`src/rtl/irq_controller.sv`:
```
// Machine-level interrupt sources: mtime/mtimecmp timer, msip, synchronised external line.
// A short hold window after each accepted trap keeps the request low while trap entry completes.
module irq_controller #(
    parameter int TIMER_DIV   = 1,
    parameter int SYNC_STAGES = 2
) (
    input  logic        clk,
    input  logic        rst,
    input  logic        ext_irq_in,
    input  logic        bus_we,
    input  logic        bus_re,
    input  logic [4:0]  bus_addr,
    input  logic [31:0] bus_wdata,
    output logic [31:0] bus_rdata,
    input  logic        mstatus_mie,
    input  logic [31:0] mie,
    input  logic        trap_taken,
    output logic        interrupt,
    output logic [4:0]  irq_cause,
    output logic [31:0] mip
);
    localparam int PRE_W = (TIMER_DIV > 1) ? $clog2(TIMER_DIV) : 1;
    localparam logic [PRE_W-1:0] PRE_LAST = PRE_W'(TIMER_DIV - 1);

    localparam logic [1:0] ST_IDLE  = 2'd0;
    localparam logic [1:0] ST_HOLD1 = 2'd1;
    localparam logic [1:0] ST_HOLD2 = 2'd2;
    localparam logic [1:0] ST_HOLD3 = 2'd3;

    localparam logic [2:0] W_MTIME_LO = 3'd0;
    localparam logic [2:0] W_MTIME_HI = 3'd1;
    localparam logic [2:0] W_CMP_LO   = 3'd2;
    localparam logic [2:0] W_CMP_HI   = 3'd3;
    localparam logic [2:0] W_MSIP     = 3'd4;

    logic [PRE_W-1:0]       prescale_q, prescale_d;
    logic [63:0]            mtime_q, mtime_d;
    logic [63:0]            mtimecmp_q, mtimecmp_d;
    logic                   msip_q, msip_d;
    logic                   mtip_q, mtip_d;
    logic [SYNC_STAGES-1:0] sync_q, sync_d;
    logic [1:0]             state_q, state_d;
    logic [31:0]            bus_rdata_q, bus_rdata_d;

    logic [2:0]  word;
    logic        tick;
    logic [31:0] read_word;
    logic [31:0] pending;
    logic [31:0] enabled;
    logic        unused_addr;

    assign word        = bus_addr[4:2];
    assign unused_addr = ^bus_addr[1:0];

    // Bus writes win over the timer increment; the unwritten half is left as is.
    always_comb begin
        tick       = (prescale_q == PRE_LAST);
        prescale_d = tick ? '0 : prescale_q + 1'b1;

        mtime_d = mtime_q;
        if (bus_we && word == W_MTIME_LO) begin
            mtime_d[31:0] = bus_wdata;
        end else if (bus_we && word == W_MTIME_HI) begin
            mtime_d[63:32] = bus_wdata;
        end else if (tick) begin
            mtime_d = mtime_q + 64'd1;
        end

        mtimecmp_d = mtimecmp_q;
        if (bus_we && word == W_CMP_LO) begin
            mtimecmp_d[31:0] = bus_wdata;
        end
        if (bus_we && word == W_CMP_HI) begin
            mtimecmp_d[63:32] = bus_wdata;
        end

        msip_d = msip_q;
        if (bus_we && word == W_MSIP) begin
            msip_d = bus_wdata[0];
        end

        mtip_d = (mtime_q >= mtimecmp_q);
        sync_d = {sync_q[SYNC_STAGES-2:0], ext_irq_in};
    end

    always_comb begin
        read_word = 32'd0;
        case (word)
            W_MTIME_LO: read_word = mtime_q[31:0];
            W_MTIME_HI: read_word = mtime_q[63:32];
            W_CMP_LO:   read_word = mtimecmp_q[31:0];
            W_CMP_HI:   read_word = mtimecmp_q[63:32];
            W_MSIP:     read_word = {31'd0, msip_q};
            default:    read_word = 32'd0;
        endcase
        bus_rdata_d = bus_re ? read_word : bus_rdata_q;
    end

    always_comb begin
        state_d = state_q;
        case (state_q)
            ST_IDLE:  if (trap_taken) state_d = ST_HOLD1;
            ST_HOLD1: state_d = ST_HOLD2;
            ST_HOLD2: state_d = ST_HOLD3;
            ST_HOLD3: state_d = ST_IDLE;
            default:  state_d = ST_IDLE;
        endcase
    end

    always_ff @(posedge clk or posedge rst) begin
        if (rst) begin
            prescale_q  <= '0;
            mtime_q     <= 64'd0;
            mtimecmp_q  <= 64'hFFFF_FFFF_FFFF_FFFF;
            msip_q      <= 1'b0;
            mtip_q      <= 1'b0;
            sync_q      <= '0;
            state_q     <= ST_IDLE;
            bus_rdata_q <= 32'd0;
        end else begin
            prescale_q  <= prescale_d;
            mtime_q     <= mtime_d;
            mtimecmp_q  <= mtimecmp_d;
            msip_q      <= msip_d;
            mtip_q      <= mtip_d;
            sync_q      <= sync_d;
            state_q     <= state_d;
            bus_rdata_q <= bus_rdata_d;
        end
    end

    // Priority among enabled sources: external, then software, then timer.
    always_comb begin
        pending = {20'd0, sync_q[SYNC_STAGES-1], 3'd0, mtip_q, 3'd0, msip_q, 3'd0};
        enabled = pending & mie;
        if (enabled[11]) begin
            irq_cause = 5'd11;
        end else if (enabled[3]) begin
            irq_cause = 5'd3;
        end else if (enabled[7]) begin
            irq_cause = 5'd7;
        end else begin
            irq_cause = 5'd0;
        end
        interrupt = mstatus_mie & (|enabled) & (state_q == ST_IDLE);
    end

    assign mip       = pending;
    assign bus_rdata = bus_rdata_q;

endmodule

```
`config.mk`:
```
export PLATFORM = sky130hd
export DESIGN_NAME = irq_controller
export DESIGN_NICKNAME = d
export VERILOG_FILES = /design/src/rtl/irq_controller.sv
export SDC_FILE = /design/constraint.sdc
export NUM_CORES = 1
export LEC_CHECK = 0
export ABC_CLOCK_PERIOD_IN_PS = 5650
export BUFFER_PORTS_ARGS = -buffer_cell sky130_fd_sc_hd__buf_2
export CORE_UTILIZATION = 55
export CTS_BUF_LIST = sky130_fd_sc_hd__clkbuf_8
export CTS_CLUSTER_DIAMETER = 80
export DETAILED_ROUTE_END_ITERATION = 6
export PLACE_DENSITY_LB_ADDON = 0.12
export SYNTH_ARGS = -nofsm -noshare
export SYNTH_HDL_FRONTEND = slang
export SYNTH_SLANG_ARGS = --single-unit
export TNS_END_PERCENT = 50
```
`constraint.sdc`:
```
create_clock -name clk -period 5.65 [get_ports clk]
set_input_delay 0.565 -clock clk [delete_from_list [all_inputs] [get_ports clk]]
set_output_delay 0.565 -clock clk [all_outputs]
set_load 0.03 [all_outputs]
```
==> impl_results.md <==
* Outcome: complete, but fails checks
* Failing checks: design-rule violations
* CTS Buffer Depth at 2
* CTS Hold Buffers Added at 0
* Sw Share at 35.9%
* Async set-reset flop share out of synthesis at 100%
* Die height at 139 um
* Int Power at 2.63 mW
* RD Place Congestion at approximately 0.87
* Largest net degree at the start of global routing at about 110
* Post-DRT Antenna Nets at 0
* DRT Pass-1 Iters at 7
* Clk_skew at between 10 and 15 ps
* Nets at 1336
* Antenna fix cells at 0
* Register share of total power at 44.2%
* Global Route Usage Sum at 30.0%
* Via density at ~6.2
* Worst IR Drop VDD at 245 uV
* Depth of the CTS H-tree at 4
* Power per Cell Area at 366 mW/mm^2
* CP required at 6050 ps
* Storage cell area at 0.00423 mm^2
* Sink Count at 166
* Fillers at between 1500 and 2000
* Switch Pwr at 1.47 mW
* Critical-path maximum fanout at 10
* DP Worst Slack at 2730 ps
* Area leader, netlist: dfrtp_1
* CTS Root Cell: clkbuf_8
* P_leak at just under 5 nW
* Avg WL per Cell at 19.5 um
* Multi-input logic area at approximately 0.0053 mm^2
* Commonest cells in the netlist: a21oi_1 (104), inv_1 (104), dfrtp_1 (102)
* Combinational share of power at 29.4%
* Synth area leaders: dfrtp_1 (25%), dfstp_2 (16%), ha_1 (8.3%)
* I/O pins at 146
* Layout cell share with drive strength beyond 1 at 20.9%
* Initial Util at between 50% and 60%
* P&R area growth vs syn at 8.98%
* Die area at 0.0192 mm^2
* FP Rows at a little under 50
* Final hold vios at 0
* Critical path class: register to register
* # resized after CTS at 0
* Fin. max-slew vios at 0
* Hold Path Depth at 1
* Flops & latches, synth at around 170
* Grt ovf at 0
* First-pass GRT wire length at 45500 um
* Synth Warn # at 0
* WL final at around 28000 um
* Vias in the first global route at 8471
* CTS tree: done
* Slew headroom at 16.7%
* Post-layout util at around three fifths
* Register-to-Register Path Depth at 7
* Max Clock Freq at 338 MHz
* Crit. End Element: register
* PortBufs at 84
* Synth top area share at approximately 25%
* Sequential share of the synthesized area at around two fifths
* Syn Std Cell Area at 0.0103 mm^2
* Hold Path Class: input pin to register
* WP data arrival at 3360 ps
* Worst-path clk slew at roughly 90 ps
* CP startpoint kind: register
* Synthesized netlist cell count at ~1100
* Initial drt markers at 797
* Synth Flop Type: dfrtp_1
* Residual DRC at 23
* Initial antenna violation count at 0
* Core area at 0.0181 mm^2
* Post-CTS setup buffers at 0
* Distinct cells, synth at 63
* Max_cap viols at 0
* Worst-Skew Late Latency at 480 ps
* Placed wire-length estimate at 19000 um
* Fin crit period at about 3000 ps
* Syn Area/Cell at about 9 um^2
* Clk pwr share at 26.4%
* FF-to-FF setup slack at around 2700 ps
* Number of flops mapped to enable cells by yosys at 0
* Period utilization at 52.4%
* TritonCTS Buffers at 17
* Setup WS post-layout at between 2000 and 3000 ps
* Die Span X at approximately 140 um
* Final setup vio count at 0
* TNS Setup at 0 ps
* Slew @ Worst Pin at 1240 ps
* Via count at roughly 8900
* RSZ-0062 raised after global routing: no
## state kept, by name, indices dropped and copies added, names as in the netlist
signal	cells
mtime_q	64
mtimecmp_q	64
bus_rdata	32
state_q	2
mtip_q	1
sync_q	2
msip_q	1
## layout by cell type, fill, tap and decap left out, types with 40 or more instances in the layout
master   instances
a21oi_1        104
buf_2           84
dfrtp_1        102
dfstp_2         64
ha_1            68
inv_1          105
nand2_1         86
nand3_1         40
nor2_1          73
o21ai_0         81
o22ai_1         51
## critical path, stage by stage (launching register included)
cell and delay (ps):
dfrtp_1 600, nand4_1 130, or4_1 750, nor3_2 500
nand2_1 280, nor3_1 320, a21oi_1 120, o21ai_0 180
## power groups by stage
stage | logic [mW] | registers [mW] | clock network [mW]
4_1_cts | 1.20 | 1.80 | 1.10
2_1_floorplan | 0.893 | 1.77 | 0
3_3_place_gp | 1.16 | 1.82 | 0
5_1_grt | 1.36 | 1.85 | 1.15
3_5_place_dp | 1.19 | 1.82 | 0
6_report | 1.20 | 1.81 | 1.08
## path summary, 6_finish.rpt
path | from | to
min in group asynchronous | rst | bus_rdata[31]$_DFFE_PP0P_
setup / recovery | mtime_q[6]$_DFFE_PP0P_ | mtime_q[46]$_DFFE_PP0N_
setup reg to reg | mtime_q[6]$_DFFE_PP0P_ | mtime_q[46]$_DFFE_PP0N_
hold reg to reg | sync_q[0]$_DFF_PP0_ | sync_q[1]$_DFF_PP0_
max in group asynchronous | rst | mtime_q[49]$_DFFE_PP0N_
hold / removal | ext_irq_in | sync_q[0]$_DFF_PP0_
## area by class of cell
cell class | count | area share, %
Tap cell | 229 | 2.56
Sequential cell | 166 | 37.8
Clock buffer | 18 | 2.21
Clock inverter | 14 | 2.29
Multi-Input combinational cell | 806 | 47.0
Inverter | 104 | 3.53
Timing Repair Buffer | 97 | 4.62
## metrics by stage
| stage | instances | area, um^2 | power [mW] | hold slack (ps) |
|---|---|---|---|---|
| finish | 1434 | 11200 | 4.10 | 184 |
| floorplan | 1177 | 10400 | 2.66 | 331 |
| global route | 1434 | 11200 | 4.36 | 175 |
| CTS | 1434 | 11200 | 4.10 | 167 |
| global placement | 1402 | 10700 | 2.97 | 346 |
| detailed placement | 1402 | 10700 | 3.01 | 348 |
## routing by layer
| metal | track usage [%] | vias up | wire, um |
|---|---|---|---|
| met1 | 41.7 | 4332 | 12700 |
| met4 | 12.0 | 0 | 794 |
| met5 | 0 | - | 0 |
| met3 | 5.56 | 58 | 1680 |
| met2 | 46.6 | 336 | 12700 |
| li1 | - | 4197 | - |
## cells by family after synthesis
logic type                 after synthesis  share of synthesized area [%]
and+or+nand+nor                        313                           15.1
xor gates and xnor gates                 1                         0.0852
other                                    1                         0.0365
adders and majority gates               68                           8.27
DFF                                    166                           41.2
AOI/OAI and AO/OA                      356                           22.3
muxes                                   38                           4.25
buffers and inverters                  205                           8.83
Note: power is estimated with default switching activity, not from simulation.
